--- src/rtl/rv_mul_pkg.sv ---
// Shared constants, Booth digit type and elaboration helpers for the rv_mul multiplier.
// RV_MUL_OUT_REG_EN adds an output register stage (latency 3 instead of 2).
package rv_mul_pkg;

    localparam int XLEN_DEF = 64;
    localparam int NUM_PP   = XLEN_DEF / 2 + 1;

`ifdef RV_MUL_OUT_REG_EN
    localparam int LATENCY = 3;
`else
    localparam int LATENCY = 2;
`endif

    typedef struct packed {
        logic neg;
        logic one;
        logic two;
        logic zero;
    } booth_t;

    function automatic int num_pp(input int xlen);
        return xlen / 2 + 1;
    endfunction

    // Rows left after lvl levels of 3:2 compression; leftover rows pass straight through.
    function automatic int rows_after(input int n0, input int lvl);
        int n;
        n = n0;
        for (int i = 0; i < lvl; i++) n = n - n / 3;
        return n;
    endfunction

    function automatic int tree_levels(input int n0);
        int n;
        int l;
        n = n0;
        l = 0;
        while (n > 2) begin
            n = n - n / 3;
            l++;
        end
        return l;
    endfunction

    // Triple is {y[2i+1], y[2i], y[2i-1]}.
    function automatic booth_t booth_enc(input logic [2:0] t);
        booth_t d;
        d.zero = (t == 3'b000) || (t == 3'b111);
        d.one  = t[1] ^ t[0];
        d.two  = (t == 3'b100) || (t == 3'b011);
        d.neg  = t[2] & ~(t[1] & t[0]);
        return d;
    endfunction

endpackage

--- src/rtl/rv_mul_csa.sv ---
// One 3:2 carry-save compressor row; carry is pre-shifted to its weight and truncated.
module rv_mul_csa #(
    parameter int W = 64
) (
    input  logic [W-1:0] i_a,
    input  logic [W-1:0] i_b,
    input  logic [W-1:0] i_c,
    output logic [W-1:0] o_sum,
    output logic [W-1:0] o_carry
);

    logic [W-1:0] w_maj;

    assign o_sum   = i_a ^ i_b ^ i_c;
    assign w_maj   = (i_a & i_b) | (i_a & i_c) | (i_b & i_c);
    assign o_carry = {w_maj[W-2:0], 1'b0};

endmodule

--- src/rtl/rv_mul.sv ---
// Pipelined low-half multiplier: radix-4 Booth, Wallace CSA tree, registered final add.
// RV_MUL_OUT_REG_EN inserts one more flop between the adder and mul_result_o.
module rv_mul
    import rv_mul_pkg::*;
#(
    parameter int XLEN = XLEN_DEF
) (
    input  logic            clk,
    input  logic            rstn,
    input  logic [XLEN-1:0] mul_op1_i,
    input  logic [XLEN-1:0] mul_op2_i,
    output logic [XLEN-1:0] mul_result_o
);

    localparam int NPP   = num_pp(XLEN);
    localparam int NROW0 = NPP + 1;
    localparam int NLVL  = tree_levels(NROW0);

    logic [XLEN+2:0] w_ext;
    logic [XLEN-1:0] w_op1x2;
    booth_t          w_booth [NPP];
    logic [XLEN-1:0] w_pp    [NPP];
    logic [XLEN-1:0] w_negrow;
    logic [XLEN-1:0] w_tree  [NLVL+1][NROW0];
    logic [XLEN-1:0] w_add;
    logic [XLEN-1:0] r_sum, r_carry, r_res;

    // Implicit y[-1]=0 below, two copies of the sign on top for the last digit.
    assign w_ext   = {{2{mul_op2_i[XLEN-1]}}, mul_op2_i, 1'b0};
    assign w_op1x2 = {mul_op1_i[XLEN-2:0], 1'b0};

    // The +1 of each negated row lands on bit 2i; those never collide, so one row carries all.
    for (genvar i = 0; i < NPP; i++) begin : g_pp
        logic [XLEN-1:0] w_mag;
        assign w_booth[i] = booth_enc(w_ext[2*i+2 -: 3]);
        assign w_mag      = ({XLEN{w_booth[i].one}} & mul_op1_i) |
                            ({XLEN{w_booth[i].two}} & w_op1x2);
        assign w_pp[i]    = (w_mag ^ {XLEN{w_booth[i].neg & ~w_booth[i].zero}}) << (2*i);
        if (2*i < XLEN) begin : g_neg
            assign w_negrow[2*i]   = w_booth[i].neg;
            assign w_negrow[2*i+1] = 1'b0;
        end
    end

    for (genvar r = 0; r < NPP; r++) begin : g_row0
        assign w_tree[0][r] = w_pp[r];
    end
    assign w_tree[0][NPP] = w_negrow;

    for (genvar l = 0; l < NLVL; l++) begin : g_lvl
        localparam int N = rows_after(NROW0, l);
        localparam int G = N / 3;
        for (genvar g = 0; g < G; g++) begin : g_csa
            rv_mul_csa #(.W(XLEN)) u_csa (
                .i_a    (w_tree[l][3*g]),
                .i_b    (w_tree[l][3*g+1]),
                .i_c    (w_tree[l][3*g+2]),
                .o_sum  (w_tree[l+1][2*g]),
                .o_carry(w_tree[l+1][2*g+1])
            );
        end
        for (genvar p = 0; p < N - 3*G; p++) begin : g_pass
            assign w_tree[l+1][2*G+p] = w_tree[l][3*G+p];
        end
    end

    always_ff @(posedge clk or posedge rstn) begin
        if (rstn) begin
            r_sum   <= '0;
            r_carry <= '0;
            r_res   <= '0;
        end else begin
            r_sum   <= w_tree[NLVL][0];
            r_carry <= w_tree[NLVL][1];
            r_res   <= w_add;
        end
    end

    assign w_add = r_sum + r_carry;

`ifdef RV_MUL_OUT_REG_EN
    logic [XLEN-1:0] r_out;

    always_ff @(posedge clk or posedge rstn) begin
        if (rstn) r_out <= '0;
        else      r_out <= r_res;
    end

    assign mul_result_o = r_out;
`else
    assign mul_result_o = r_res;
`endif

endmodule

--- config.mk ---
export PLATFORM = sky130hd
export DESIGN_NAME = rv_mul
export DESIGN_NICKNAME = d
export VERILOG_FILES = /design/src/rtl/rv_mul_pkg.sv /design/src/rtl/rv_mul_csa.sv /design/src/rtl/rv_mul.sv
export SDC_FILE = /design/constraint.sdc
export NUM_CORES = 2
export LEC_CHECK = 0
export ABC_AREA = 1
export ABC_CLOCK_PERIOD_IN_PS = 7800
export CELL_PAD_IN_SITES_DETAIL_PLACEMENT = 1
export CELL_PAD_IN_SITES_GLOBAL_PLACEMENT = 2
export CORE_ASPECT_RATIO = 1.75
export CORE_MARGIN = 2
export CORE_UTILIZATION = 41
export DETAILED_ROUTE_END_ITERATION = 8
export PLACE_DENSITY_LB_ADDON = 0.2
export REMOVE_ABC_BUFFERS = 1
export SYNTH_ARGS = -nofsm -noshare
export SYNTH_HDL_FRONTEND = slang
export SYNTH_SLANG_ARGS = --single-unit
--- constraint.sdc ---
create_clock -name clk -period 7.8 [get_ports clk]
set_input_delay 1.56 -clock clk [delete_from_list [all_inputs] [get_ports clk]]
set_output_delay 1.56 -clock clk [all_outputs]
set_load 0.1 [all_outputs]
Word-level counts from Yosys, hierarchy flattened --
Cells that the tools add are included.
Word-level totals: word-level logic and storage cells 727, bits of input ports 130, output and inout port bits 64, flip-flop bits (word level) 191
Cells by class: add/sub/neg operators 1, eq/ne operators 94, bitwise logic cells 535, reduce and logical (&&, ||, !) cells 94
Operator list (number):
- $and A63 B63 Y63 | 94
- $xor A64 B64 Y64 | 63
- $or A63 B63 Y63 | 62
- $eq A3 B3 Y1 const B | 62
- $and A64 B64 Y64 | 2
- $and A62 B62 Y62 | 2
- $and A60 B60 Y60 | 2
- $and A58 B58 Y58 | 2
- $and A56 B56 Y56 | 2
- $and A54 B54 Y54 | 2
- $and A52 B52 Y52 | 2
- $and A50 B50 Y50 | 2
- $and A48 B48 Y48 | 2
- $logic_not A3 Y1 | 32
- $and A1 B1 Y1 | 94
- $eq A3 B2 Y1 const B | 31
- $and A46 B46 Y46 | 2
- $and A44 B44 Y44 | 2
- $and A42 B42 Y42 | 2
- $and A40 B40 Y40 | 2
- $and A38 B38 Y38 | 2
- $and A36 B36 Y36 | 2
- $and A34 B34 Y34 | 2
- $add A64 B64 Y64 | 1
- other kinds (84) | 253

Longest topological paths before layout --
depth in word-level cells 29, gate-level depth with buffers 37, mapped depth without buffers 35

Hierarchy --
From an unflattened synthesis, not the netlist that was laid out.
Unflattened totals: cell total of the unflattened synthesis 6719, area total of the unflattened synthesis 72459.5 um^2
Modules (own cells, without submodules):
- rv_mul_csa | area an instance 1307.5 um^2, sequential area each 0.0 um^2, times used 32, cells each 74
- rv_mul | area an instance 30619.4 um^2, sequential area each 4804.6 um^2, times used 1, cells each 4351

Worst setup path after synthesis --
Ideal clock, no wire load.
path type input to register, from in mul_op2_i[45], to reg r_sum[63], path buffers 1, path slack 464 ps, arrival time 7219 ps, stages on the path 29, data required time 7684 ps, setup time 116 ps, cells stage by stage ha_1 -> or2_2 -> o21ai_2 -> clkbuf_1 -> o22ai_1 -> xor2_1 -> fa_1 -> inv_1 -> fa_1 -> inv_1 -> fa_1 -> inv_1 -> fa_1 -> inv_1 -> fa_1 -> fa_1 -> inv_1 -> fa_1 -> xnor2_1 -> nand3b_1 -> nand2_1 -> inv_1 -> nand2_1 -> nand2_1 -> nand2_1 -> nand2_1 -> xnor2_1 -> nand2_1 -> nand2_1
Between the ends: longest elaborated chain between the ends 27, elaborated cells on any way between the ends 106, those cells by class eq/ne: 6; bitwise: 94; reduce/logical: 6
RTL lines:
- start, declared | RTL line rv_mul.sv:11 | input logic [XLEN-1:0] mul_op2_i,
- $eq A3 B3 Y1, or another cell as far along | RTL line rv_mul_pkg.sv:50 | d.two = (t == 3'b100) || (t == 3'b011);
- $logic_or A1 B1 Y1, or another cell as far along | RTL line rv_mul_pkg.sv:50
- $and A20 B20 Y20, or another cell as far along | RTL line rv_mul.sv:37 | ({XLEN{w_booth[i].two}} & w_op1x2);
- $or A20 B20 Y20, or another cell as far along | RTL line rv_mul.sv:36 | assign w_mag = ({XLEN{w_booth[i].one}} & mul_op1_i) |
- $xor A20 B20 Y20 / $xor A18 B18 Y18 (equally long branches) | RTL line rv_mul.sv:38 | assign w_pp[i] = (w_mag ^ {XLEN{w_booth[i].neg & ~w_booth[i].zero}}) << (2*i);
- $and A63 B63 Y63 | RTL line rv_mul_csa.sv:15 | assign w_maj = (i_a & i_b) | (i_a & i_c) | (i_b & i_c);
- $or A63 B63 Y63 (2 in series) | RTL line rv_mul_csa.sv:15
- $and A63 B63 Y63 | RTL line rv_mul_csa.sv:15
- [... 9 more ...]
- $or A63 B63 Y63 (2 in series) | RTL line rv_mul_csa.sv:15
- $xor A64 B64 Y64 | RTL line rv_mul_csa.sv:14 | assign o_sum = i_a ^ i_b ^ i_c;
- $xor A64 B63 Y64 | RTL line rv_mul_csa.sv:14
- $and A63 B63 Y63 | RTL line rv_mul_csa.sv:15
- $or A63 B63 Y63 (2 in series) | RTL line rv_mul_csa.sv:15
- $xor A64 B64 Y64 | RTL line rv_mul_csa.sv:14
- $xor A64 B64 Y64 * | RTL line rv_mul_csa.sv:14
- net g_lvl[7].g_csa[0].u_csa.o_sum[63] | RTL line rv_mul_csa.sv:8 | output logic [W-1:0] o_sum,
- end signal, assigned | RTL line rv_mul.sv:73 | r_sum <= w_tree[NLVL][0];
- end, declared | RTL line rv_mul.sv:26 | logic [XLEN-1:0] r_sum, r_carry, r_res;
Mark *: on every way through the listed nets, which the timed path passes. The rest lies on a longest branch.

Worst setup path after layout --
from in mul_op2_i[37], to reg r_sum[59]
Between the ends: longest elaborated chain between the ends 27, elaborated cells on any way between the ends 101, those cells by class eq/ne: 6; bitwise: 89; reduce/logical: 6
RTL lines (RTL line):
- $eq A3 B3 Y1, or another cell as far along | rv_mul_pkg.sv:50
- $logic_or A1 B1 Y1, or another cell as far along | rv_mul_pkg.sv:50
- $and A28 B28 Y28, or another cell as far along | rv_mul.sv:37
- $or A28 B28 Y28, or another cell as far along | rv_mul.sv:36
- $xor A28 B28 Y28 / $xor A26 B26 Y26 (equally long branches) | rv_mul.sv:38
- $and A63 B63 Y63 | rv_mul_csa.sv:15
- $or A63 B63 Y63 (2 in series) | rv_mul_csa.sv:15
- $and A63 B63 Y63 | rv_mul_csa.sv:15
- [... 9 more ...]
- $or A63 B63 Y63 (2 in series) | rv_mul_csa.sv:15
- $xor A64 B64 Y64 | rv_mul_csa.sv:14
- $xor A64 B63 Y64 | rv_mul_csa.sv:14
- $and A63 B63 Y63 | rv_mul_csa.sv:15
- $or A63 B63 Y63 (2 in series) | rv_mul_csa.sv:15
- $xor A64 B64 Y64 | rv_mul_csa.sv:14
- $xor A64 B64 Y64 * | rv_mul_csa.sv:14
- net g_lvl[7].g_csa[0].u_csa.o_sum[59] | rv_mul_csa.sv:8
Marks and branches as above.

==> flow_summary.toml <==
[status]
run_status = "finished with violations"
violations = "max-capacitance violations, max-slew violations"

[final_layout]
final_instance_area_sq_um = 61400
layout-drive-gt1-share_pct = 11.8
seq_area_sq_um = 4650
synthToLayoutAreaGrowth_pct = 15.0
final_net_count = 7832
most-common-layout-cells = "inv_1 (1,128), xor2_1 (1,057), o22ai_1 (991), fa_1 (904), buf_4 (543)"
multi_input_comb_area_sq_um = 42400
final_layout_fill_cell_count = 15200
layout.cells.most_common = "inv_1"

[floorplanning]
die_w_microns = 277
floorplan.die_area_sq_um = 133000
fp.coreArea_sq_um = 130000
start_util_pct = 41.2
placementRows = 175
top_level_ports = 194
die_y_microns = 481

[global_routing]
overflow_left_after_global_routing = 0
vias_in_the_first_global_route = 52700
grt_util_all_layers_pct = 34.9
antenna_found_initial = 4
wire_length_of_the_first_global_routing_pass_microns = 339000
maximum_number_of_pins_on_one_net_before_global_route_repair = 99

[yosys]
syn-cell-area_sq_um = 53400
post-synth-top-area-fraction_pct = 33.9
cells_after_synthesis = 6123
syn_area_per_cell_sq_um = 8.72
yosysUniqueCellTypes = 55
post_synth_main_area_contributors = "fa_1 (34%), xor2_1 (17%), o22ai_1 (12%)"
biggest_area_consumer_among_synthesized_cells = "fa_1"
synth_sequential_area_ratio_pct = 8.72
yosys_warnings = 0
postSynthRegisterBits = 186

[timing]
hold_viol_final = 0
rsz0062_at_grt = "no"
number_of_slew_limit_violations_in_the_final_report = 3
fin_crit_ns = 7.63
setup_slack_ns = 0.167
setup_viols_final = 0
worstMarginPinSlew_ns = 1.58
final.setup.tns_ns = 0
max_slew_headroom_at_the_worst_pin_pct = -6.12
maxClockFrequency_mhz = 131
fin_crit_sh_pct = 97.9
hold_ws_ns = 0.350
clock-skew-final_ns = 0.0345

[worst_setup_path]
launch_point_of_the_worst_path = "mul_op2_i[37]"
critical_path_peak_fanout = 17
crit_path_start_kind = "primary input"
critical_path.reg2reg.startpoint = "r_sum[14]"
timing.critical_path.to_type = "register"
worst_ep_arrival_time_ns = 8.09
worstPathRequired_ns = 8.26
criticalPathCategory = "in2reg"

[routing]
drtPass1Iterations = 5
drt-vias-per-instance = 5.77
drt_iter0_drcs = 2622
route.detailed.drc = 0
detail_route.wirelength_microns = 232000
post_drt_wl_per_cell_microns = 28.3
antenna_left = 0
num_vias = 47200

[place]
dp_hpwl_microns = 195000
detailed_place.area_sq_um = 60800
routabilityCongestion = 0.984
portBuffers = 193
preCtsSetupSlack_ns = -0.337

[clock_network]
clock_tree.buffer_depth = 2
cts_inserted_buffers = 17
path_clk_slew_ns = 0.10
cts-root-buf = "clkbuf_16"
clock_sink_count = 186
cts-hold-fix-buffers = 0
cts.htree.levels = 4
clkLatencyLatePin_ns = 0.55
post_cts.repair.setup_buffers = 0
tritoncts_clock_tree = "built"

[flow_run]
cap_viol_max_count = 1

[min_path]
path_category_of_the_worst_min_delay_check = "reg2reg"
timing.hold.worst.start = "r_sum[0]"
==> area by class of cell <==
| class | instances | area share [%] |
|---|---|---|
| Clock buffer | 20 | 0.728 |
| Sequential cell | 186 | 7.58 |
| Inverter | 1230 | 7.55 |
| Clock inverter | 12 | 0.200 |
| Tap cell | 1681 | 3.43 |
| Multi-Input combinational cell | 4254 | 69.1 |
| Timing Repair Buffer | 784 | 11.4 |
| Antenna cell | 7 | 0.0285 |
==> cells by family after synthesis <==
family                     synth area share (%)
adders and majority gates                  41.5
and+or+nand+nor                            6.12
xor gates and xnor gates                   18.1
DFF                                        8.72
buffers and inverters                      11.9
AOI/OAI and AO/OA                          13.6
==> timing repair <==
| item | in CTS | in global routing |
|---|---|---|
| endpoints found under the setup margin | 0 | 1 |
| endpoints found under the hold margin | 0 | 0 |
| resized for setup | 0 | 5 |
==> cells in the mapped netlist, drive strengths merged <==
| cell type | n |
|---|---|
| a21oi | 66 |
| o22ai | 993 |
| nand4 | 7 |
| a21o | 6 |
| a2111oi | 1 |
| xnor2 | 43 |
| nor2 | 102 |
| or2 | 2 |
| nor4 | 3 |
| dfrtp | 186 |
| nand3 | 100 |
| clkbuf | 322 |
| o21ai | 56 |
| a221oi | 1 |
| buf | 131 |
| ha | 325 |
| fa | 904 |
| a21boi | 6 |
| nor3 | 8 |
| nand2 | 521 |
| inv | 1194 |
| and3 | 2 |
| a31oi | 23 |
| clkinv | 36 |
| o211a | 1 |
| nand3b | 7 |
| o211ai | 6 |
| o21bai | 10 |
| o31ai | 1 |
| o221a | 1 |
| xor2 | 1058 |
| o21a | 1 |
==> metrics by stage <==
step           utilization (%)  std cells
3_5_place_dp              46.9       8135
6_report                  47.3       8174
2_1_floorplan                -       5670
4_1_cts                   47.3       8167
5_1_grt                   47.3       8172
3_3_place_gp              46.9       8135
==> flip-flops by register name (all words and copies together) (netlist names) <==
name,count
mul_result_o,64
r_sum,64
r_carry,58
==> worst max-delay path, cell delays in order <==
cell	delay, ns
clkdlybuf4s50_1	0.53
inv_2	0.05
ha_1	0.30
inv_1	0.14
buf_4	0.29
o22ai_1	0.14
xor2_1	0.17
fa_1	0.75
inv_1	0.10
fa_1	0.51
fa_1	0.63
inv_1	0.08
fa_1	0.52
inv_1	0.06
fa_1	0.59
fa_1	0.45
fa_1	0.41
fa_1	0.59
buf_12	0.15
inv_1	0.04
==> routing by layer <==
layer  up-vias  track usage, %  part of all wire, %
met3       862            4.14                  3.7
met1     24300            34.2                   33
met5         -               0                    0
li1      20200               -                    -
met2      1754            64.8                   53
met4         0            30.5                   10
==> path summary, 6_finish.rpt <==
kind | endpoint | slack (ns) | cells past startpoint
worst max-delay path | r_sum[59] | 0.17 | 20
worst min-delay path | mul_result_o[0] | 0.35 | 0
worst max register to register | mul_result_o[63] | 3.76 | 12
worst min register to register | mul_result_o[0] | 0.35 | 0
max in group asynchronous | r_sum[0] | 5.19 | 3
min in group asynchronous | mul_result_o[33] | 1.50 | 2
Power is left out: the tool's default activity adds up to more than one toggle a clock period on the data nets, which glitch-free logic cannot reach.
